**src/rtl/pp_pkg.sv**
```systemverilog
// Shared types and default sizing for the partial-product row accumulator.
package pp_pkg;

  localparam int unsigned WIDTH = 8;
  localparam int unsigned PROD_W = 2 * WIDTH;

  // Counter width for a given operand width; never narrower than one bit.
  function automatic int unsigned cnt_w(input int unsigned w);
    return (w > 1) ? $clog2(w) : 1;
  endfunction

  localparam int unsigned CNT_W = cnt_w(WIDTH);

  typedef enum logic [1:0] {
    IDLE,
    ACCUM,
    DONE
  } acc_state_t;

endpackage

```
**src/rtl/pp_row_align.sv**
```systemverilog
// Shifts a partial-product row to its column position in the product.
// Define PP_ROW_ACCUMULATOR_TRUNC_EN to drop every column below WIDTH-1.
module pp_row_align #(
  parameter int unsigned WIDTH = 8,
  parameter int unsigned CNT_W = 3
) (
  input  logic [WIDTH-1:0]   row_i,
  input  logic [CNT_W-1:0]   index_i,
  output logic [2*WIDTH-1:0] aligned_o
);

  logic [WIDTH-1:0] masked;

  always_comb begin
    masked = row_i;
`ifdef PP_ROW_ACCUMULATOR_TRUNC_EN
    // Bit j of row k lands in column k+j; columns below WIDTH-1 are discarded.
    for (int unsigned j = 0; j < WIDTH; j++) begin
      if ((int'(index_i) + int'(j)) < (int'(WIDTH) - 1)) begin
        masked[j] = 1'b0;
      end
    end
`endif
    aligned_o = {{WIDTH{1'b0}}, masked} << index_i;
  end

endmodule

```
**src/rtl/pp_row_accumulator.sv**
```systemverilog
// Sequential partial-product reducer: one row per handshake, product after WIDTH rows.
// Optional column truncation via PP_ROW_ACCUMULATOR_TRUNC_EN (inside pp_row_align).
module pp_row_accumulator #(
  parameter int unsigned WIDTH = pp_pkg::WIDTH,
  localparam int unsigned CW   = pp_pkg::cnt_w(WIDTH),
  localparam int unsigned PW   = 2 * WIDTH
) (
  input  logic            clk,
  input  logic            rst_n,
  input  logic            flush,
  input  logic            in_valid,
  output logic            in_ready,
  input  logic [WIDTH-1:0] in_row,
  output logic [CW-1:0]   row_idx,
  output logic            out_valid,
  input  logic            out_ready,
  output logic [PW-1:0]   out_product,
  output logic            busy
);

  import pp_pkg::*;

  localparam logic [CW-1:0] LAST_IDX = CW'(WIDTH - 1);

  acc_state_t    state_q, state_d;
  logic [PW-1:0] acc_q, acc_d;
  logic [CW-1:0] cnt_q, cnt_d;
  logic [PW-1:0] aligned;
  logic [PW:0]   sum;

  pp_row_align #(
    .WIDTH (WIDTH),
    .CNT_W (CW)
  ) u_align (
    .row_i     (in_row),
    .index_i   (cnt_q),
    .aligned_o (aligned)
  );

  assign sum = {1'b0, acc_q} + {1'b0, aligned};

  always_comb begin
    state_d = state_q;
    acc_d   = acc_q;
    cnt_d   = cnt_q;
    if (flush) begin
      state_d = IDLE;
      acc_d   = '0;
      cnt_d   = '0;
    end else begin
      case (state_q)
        IDLE: begin
          if (in_valid) begin
            acc_d = aligned;
            if (WIDTH == 1) begin
              state_d = DONE;
              cnt_d   = LAST_IDX;
            end else begin
              state_d = ACCUM;
              cnt_d   = CW'(1);
            end
          end
        end
        ACCUM: begin
          if (in_valid) begin
            acc_d = sum[PW-1:0];
            // Counter parks on the last index in DONE instead of wrapping.
            if (cnt_q == LAST_IDX) begin
              state_d = DONE;
            end else begin
              cnt_d = cnt_q + 1'b1;
            end
          end
        end
        DONE: begin
          if (out_ready) begin
            state_d = IDLE;
            acc_d   = '0;
            cnt_d   = '0;
          end
        end
        default: begin
          state_d = IDLE;
          acc_d   = '0;
          cnt_d   = '0;
        end
      endcase
    end
  end

  always_ff @(posedge clk or negedge rst_n) begin
    if (!rst_n) begin
      state_q <= IDLE;
      acc_q   <= '0;
      cnt_q   <= '0;
    end else begin
      state_q <= state_d;
      acc_q   <= acc_d;
      cnt_q   <= cnt_d;
    end
  end

  assign in_ready    = (state_q != DONE);
  assign out_valid   = (state_q == DONE);
  assign busy        = (state_q != IDLE);
  assign row_idx     = cnt_q;
  assign out_product = (state_q == DONE) ? acc_q : '0;

  // The product of two WIDTH-bit operands always fits; a carry means corrupted state.
  a_no_carry: assert property (@(posedge clk) disable iff (!rst_n)
    (state_q == ACCUM && in_valid && !flush) |-> !sum[PW]);

endmodule

```
**config.mk**
```make
export PLATFORM = sky130hd
export DESIGN_NAME = pp_row_accumulator
export DESIGN_NICKNAME = d
export VERILOG_FILES = /design/src/rtl/pp_pkg.sv /design/src/rtl/pp_row_align.sv /design/src/rtl/pp_row_accumulator.sv
export SDC_FILE = /design/constraint.sdc
export NUM_CORES = 1
export LEC_CHECK = 0
export CAP_MARGIN = 20
export CORE_UTILIZATION = 50
export CTS_CLUSTER_SIZE = 40
export DETAILED_ROUTE_END_ITERATION = 10
export PLACE_DENSITY = 0.75
export RECOVER_POWER = 50
export SYNTH_ARGS = -nofsm -noshare
export SYNTH_HDL_FRONTEND = slang
export SYNTH_HIERARCHICAL = 1
export SYNTH_SLANG_ARGS = --single-unit
```
**constraint.sdc**
```tcl
create_clock -name clk -period 3.05 [get_ports clk]
set_input_delay 0.305 -clock clk [delete_from_list [all_inputs] [get_ports clk]]
set_output_delay 0.305 -clock clk [all_outputs]
set_load 0.05 [all_outputs]
```
==> results.py <==
metrics = {
    "outcome": {
        "status": "complete, no violations",
    },
    "pwr": {
        "p_int_mw": 0.509,
        "leakage_nw": 1.24,
        "power_frac_seq": 0.391,
        "ir_worst_vdd_mv": 0.169,
        "finalPower_mw": 0.784,
        "power.switching_mw": 0.275,
        "switching_share": 0.351,
        "power_frac_comb": 0.357,
        "power_density_nw_per_um2": 293,
        "p_clk_frac": 0.251,
    },
    "synthesis": {
        "synth.avg_cell_area_um2": 8.52,
        "netlist_instances": 255,
        "syn-num-nets": 286,
        "synth-async-reset-ratio": 1.00,
        "synth_edf_count": 0,
        "synth_seq_cells": 21,
        "syn_area_um2": 2170,
        "synth_flop_cell": "dfrtp_1",
        "seq_area_frac_synth": 0.242,
        "ys_warn_count": 6,
        "yosysUniqueCellTypes": 56,
    },
    "sta": {
        "finalWorstSetupSlack_ns": 0.229,
        "min_period_ns": 2.82,
        "max_slew_margin": 0.498,
        "rsz0062_at_grt": "false",
        "timing.final.crit_share": 0.925,
        "setup_viol": 0,
        "maxSlewViolCount": 0,
        "tns_ns": 0,
        "tightest_slew_ns": 0.753,
        "skew_ns": 0.00319,
        "timing.fmax_ghz": 0.354,
        "hold_viol": 0,
        "timing.hold.ws_ns": 0.392,
    },
    "placed_design": {
        "io_buffer_count": 34,
        "routabilityCongestion": 0.910,
        "place_ws_ns": 0.0185,
        "place_inst": 339,
        "dp_hpwl_mm": 4.15,
        "dpl_cell_area_um2": 2590,
    },
    "job": {
        "maxCapViolations": 0,
    },
    "setup_path": {
        "rrSetupSlack_ns": 0.23,
        "rr_worst_depth": 14,
        "slowest_stage": "dfrtp_2",
        "cp-start-kind": "register",
        "cp.required_ns": 3.18,
        "reg2reg_to": "acc_q[10]$_DFFE_PN0P_",
        "crit_path_end_kind": "register",
        "crit_fanout": 7,
        "cpMostUsedCell": "buf_4",
        "r2r_start": "row_idx[1]$_DFFE_PN0P_",
        "crit_arrival_ns": 2.95,
        "worstSetupPathType": "register to register",
        "slowest_delay_ns": 0.48,
        "path_cells": "clkbuf_2, buf_4, nor3_1, buf_4, ha_1, inv_1, fa_1, nor2b_1, o21bai_1, a21oi_1, buf_4, a31oi_1, xnor2_1, o21ai_0",
    },
    "cells_and_area": {
        "layout.nets": 330,
        "syn_to_final_growth_pct": 23.0,
        "fillerInstances": 353,
        "n_antenna_cell": 0,
        "final_area_um2": 2670,
        "final_common_cell": "clkdlybuf4s50_1",
        "layout_common_cells": "29 x clkdlybuf4s50_1, 25 x nand2_1, 20 x dfrtp_1, 19 x nor2_1, 18 x a21oi_1",
        "layout-drive-gt1-share": 0.134,
        "fin_util": 0.654,
        "final_cells": 348,
    },
    "clock_network": {
        "htree_levels": 1,
        "clk_latency_ns": 0.27,
        "cts_tree": "done",
        "clkTransAtPathRegs_ns": 0.09,
        "cts_sinks": 21,
        "cts_hold_buf": 0,
        "clockBufferDepth": 2,
        "numCtsBuffers": 3,
        "cts-root-buf": "clkbuf_8",
    },
    "global_routing": {
        "grt_use_total": 0.267,
        "antenna_found_initial": 0,
        "grt_first_pass_wirelength_mm": 9.19,
        "grt-ovfl-total": 0,
        "grt_max_degree": 22,
        "first_global_vias": 1904,
    },
    "detailed_routing": {
        "wirelength_mm": 5.58,
        "drtIter0Drc": 126,
        "vias_per_cell": 5.74,
        "via_count": 1996,
        "drtPass1Iterations": 4,
        "drc_errors": 0,
        "wl_per_cell_um": 16.0,
        "postRouteAntennaNets": 0,
    },
    "die": {
        "design.die.area_um2": 4610,
        "ios": 35,
        "die_h_um": 67.9,
        "die_w_um": 67.9,
        "placementRows": 23,
        "start_util": 0.532,
        "core_um2": 4090,
    },
    "worst_hold_path": {
        "hold_path.class": "primary input to asynchronous set/reset pin",
    },
}
cell type report:
cell class,count,area (µm²),area share
multi-input cells,213,1540,0.577
inverters,9,33.8,0.0126
repair buffers,51,462,0.173
flip-flops and latches,21,527,0.197
clock inverters,1,5.00,0.00187
well taps,50,62.6,0.0234
clock buffers,3,41.3,0.0154
critical path: cells and delay by family (launching register included):
family | cells | cell delay (ns)
AO/OA/AOI/OAI | 4 | 0.44
adder cells (fa/ha/maj) | 2 | 0.54
XOR/XNOR | 1 | 0.16
AND/OR/NAND/NOR | 2 | 0.34
buffers and inverters | 5 | 0.71
flip-flops | 1 | 0.48
repair_timing:
| item | 4_1_cts | 5_1_grt |
|---|---|---|
| endpoints found under the setup margin | 2 | 4 |
| setup buffers | 0 | 4 |
| gates resized for setup | 1 | 2 |
kinds of logic (layout without fill, tap and decap cells):
kind of cell | Yosys count | after routing | share of synthesized area
fa+ha+maj | 18 | 18 | 0.107
compound gates | 79 | 79 | 0.240
mux | 24 | 24 | 0.131
xor+xnor | 11 | 11 | 0.0444
flops | 21 | 21 | 0.242
buf+inv | 21 | 64 | 0.0518
other cells | 1 | 1 | 0.00173
simple gates | 80 | 80 | 0.181
power groups by stage:
stage / clock network, mW / logic (mW) / registers (mW)
finish: 0.197 / 0.280 / 0.307
global route: 0.215 / 0.310 / 0.309
CTS: 0.204 / 0.274 / 0.308
detailed placement: 0 / 0.272 / 0.313
global placement: 0 / 0.268 / 0.312
floorplan: 0 / 0.189 / 0.314
per-layer routing:
| metal | GRT usage | routed length (µm) | part of all wire | up-vias |
|---|---|---|---|---|
| li1 | - | - | - | 1010 |
| met1 | 0.398 | 2760 | 0.49 | 918 |
| met2 | 0.402 | 2430 | 0.44 | 62 |
| met3 | 0.0267 | 317 | 0.057 | 6 |
| met4 | 0.0807 | 73 | 0.013 | 0 |
| met5 | 0 | 0 | 0 | - |
cells in the mapped netlist (5+ instances only):
master	number	share of area
nand2_1	25	0.043
dfrtp_1	21	0.24
a21oi_1	19	0.044
nor2_1	19	0.033
ha_1	17	0.098
o21ai_0	17	0.039
and2_1	16	0.046
mux2i_1	15	0.069
inv_1	8	0.014
xor2_1	6	0.024
o211ai_1	5	0.017
xnor2_1	5	0.020
sequential cells by signal (all words and copies together) (netlist names):
name	cells
state_q	2
row_idx	3
acc_q	16
how the worst max path moves through the flow:
stage	from	to	slack (ns)	depth (start not counted)
finish	row_idx[1]$_DFFE_PN0P_	acc_q[10]$_DFFE_PN0P_	0.23	14
global placement	in_row[2]	acc_q[9]$_DFFE_PN0P_	0.05	10
detailed placement	row_idx[1]$_DFFE_PN0P_	acc_q[9]$_DFFE_PN0P_	0.02	9
CTS	row_idx[1]$_DFFE_PN0P_	acc_q[9]$_DFFE_PN0P_	0.11	9
global route	row_idx[1]$_DFFE_PN0P_	acc_q[14]$_DFFE_PN0P_	0.001	10
floorplan	row_idx[1]$_DFFE_PN0P_	acc_q[14]$_DFFE_PN0P_	0.08	12
Power figures use the tool's default switching activity.
==> variant (same settings) <==
Build with the macro `PP_ROW_ACCUMULATOR_TRUNC_EN` defined.
--- a/src/rtl/pp_row_align.sv
+++ b/src/rtl/pp_row_align.sv
@@ -1,4 +1,6 @@
 // Shifts a partial-product row to its column position in the product.
 // Define PP_ROW_ACCUMULATOR_TRUNC_EN to drop every column below WIDTH-1.
+`define PP_ROW_ACCUMULATOR_TRUNC_EN
+
 module pp_row_align #(
   parameter int unsigned WIDTH = 8,
Behaviour: not the same (a bounded check fails within 10 cycles, from zero or initial values and one cycle with rst_n low).
==> variant against the original RTL <==
The flow now finishes with violations (negative setup slack); final area up 37%; total power down 5.5%; highest routed layer unchanged; utilization up 12 points; largest cell class unchanged; critical endpoint is now acc_q[14]; wire length up 43%; sequential cell count unchanged; setup slack worse by 460 ps; clock skew up 6.6 ps; synthesized area up 12%; synthesized cell count up 18%.
==> variant: results (changes against the original RTL) <==
Leakage 1.63 nW (was 1.24 nW); R2R depth 13 (was 14); sequential fraction of the synthesis area 21.5% (was 24.2%); clk root buf clkbuf_8 (unchanged); largest net degree at the start of global routing 29 (was 22); top fanout value on the critical path 5 (was 7); Hold Crit Class in2async (unchanged); Clock Pin Slew Worst Setup and Hold Paths 100 ps; Avg WL per Cell 17.8 µm (was 16.0 µm); setup total negative slack -460 ps (was 0 ps); number of DRC markers in iteration 0 285 (was 126); slowest stage cell on the critical path dfrtp_4 (was dfrtp_2); ys async rst share 100% (unchanged); number of distinct library cells after synthesis 65 (was 56); final non-filler cell total 447 (was 348); worst-margin pin slew 788 ps (was 753 ps); number of antenna violations at the first check in global routing 0 (unchanged); global placer's final weighted congestion 0.894 (was 0.910); Design Power 0.741 mW (was 0.784 mW); vias in the first global route 2381 (was 1904); Area after DPL 3120 µm² (was 2590 µm²); Max Buffers Root-to-Sink 2 (unchanged); Mapped Cells 301 (was 255); maximum vdd drop 0.239 mV (was 0.169 mV); Setup violations, final 5 (was 0); CP peak stage delay 540 ps (was 480 ps); CP required 3260 ps (was 3180 ps); clock insertion delay at the later pin of the skew report 280 ps; diode count 0 (unchanged); first-pass GRT wire length 11200 µm (was 9190 µm); dpl cells 427 (was 339); Total GRT Usage 27.4% (was 26.7%); Port Buf Inserts 34 (unchanged); Syn. warnings 6 (unchanged); nets@finish 418 (was 330); violated checks negative setup slack; ranking of synthesized cells by area dfrtp_1, ha_1, mux2i_1 (unchanged); filler instances 306 (was 353); switch share 34.4% (was 35.1%); crit path setup slack, layout -227 ps (was 229 ps); DRT Pass-1 Iters 5 (was 4); status finished with violations (was completed); Post-synth top cells nand2_1, o21ai_0, ha_1 (was nand2_1, dfrtp_1, a21oi_1, nor2_1); Via-to-Cell Ratio 6.07 (was 5.74); detailed placer's ending HPWL 5000 µm (was 4150 µm); total CTS buffers 3 (unchanged); pre-CTS setup slack -238 ps (was 18.5 ps); post-route clock skew 9.76 ps (was 3.19 ps); H-tree levels 1 (unchanged); layout cells sized above 1 33.4% (was 13.4%)
## variant: cell families after synthesis
group / share of synthesized area (%)
mux: 7.94
fa+ha+maj: 12.6
compound gates: 26.1
other cells: 0.154
buf+inv: 5.95
simple gates: 23.2
xor+xnor: 2.51
flops: 21.5
## variant: cell type report
class,instances,area [µm²],share of cell area (%)
tap,67,83.8,2.30
multi-input combinational,252,2140,58.7
sequential,21,532,14.6
timing repair buffer,90,781,21.4
clock buffer,3,41.3,1.13
clock inverter,1,5.00,0.137
inverter,13,63.8,1.75
## variant: final timing paths
kind	start	slack, ps	end
worst max-delay path	row_idx[2]	-230	acc_q[14]
worst min-delay path	rst_n	480	acc_q[11]
worst max register to register	row_idx[2]	-230	acc_q[14]
worst min register to register	acc_q[3]	520	acc_q[3]
max in group asynchronous	rst_n	1680	acc_q[2]
min in group clk	acc_q[3]	520	acc_q[3]
## variant: power by group through the flow
stage          combinational [mW]  sequential, mW  clock (mW)
2_1_floorplan               0.115           0.305           0
3_3_place_gp                0.178           0.302           0
3_5_place_dp                0.181           0.302           0
4_1_cts                     0.194           0.297       0.210
5_1_grt                     0.250           0.300       0.216
6_report                    0.235           0.299       0.207
## variant: stage by stage
stage                     util (%)  hold WS [ps]
after CTS                     69.9           432
after global placement        66.0           493
final                         77.3           484
after global routing          77.3           527
after detailed placement      66.0           501
after floorplan                  -          9.41
## variant: timing repair
item                                    CTS  global route
endpoints found under the setup margin    8             8
resized for setup                        14            60
hold buffers                              0             0
pin swaps                                11            27
setup buffers                            10             6
## variant: worst max-delay path: cells and delay by family, from the launching register on
kind                       cells  cell delay (ps)
adders and majority gates      2              360
DFF                            1              540
buffers and inverters          1              100
AOI/OAI and AO/OA              9             1860
muxes                          1              350
## variant: per-layer routing
layer  track usage, %  routed length, µm  up-vias
li1                 -                  -     1256
met2             46.5               3910      155
met4             7.84                253        0
met5                0                  0        -
met1             36.4               3240     1261
met3             3.66                572       40
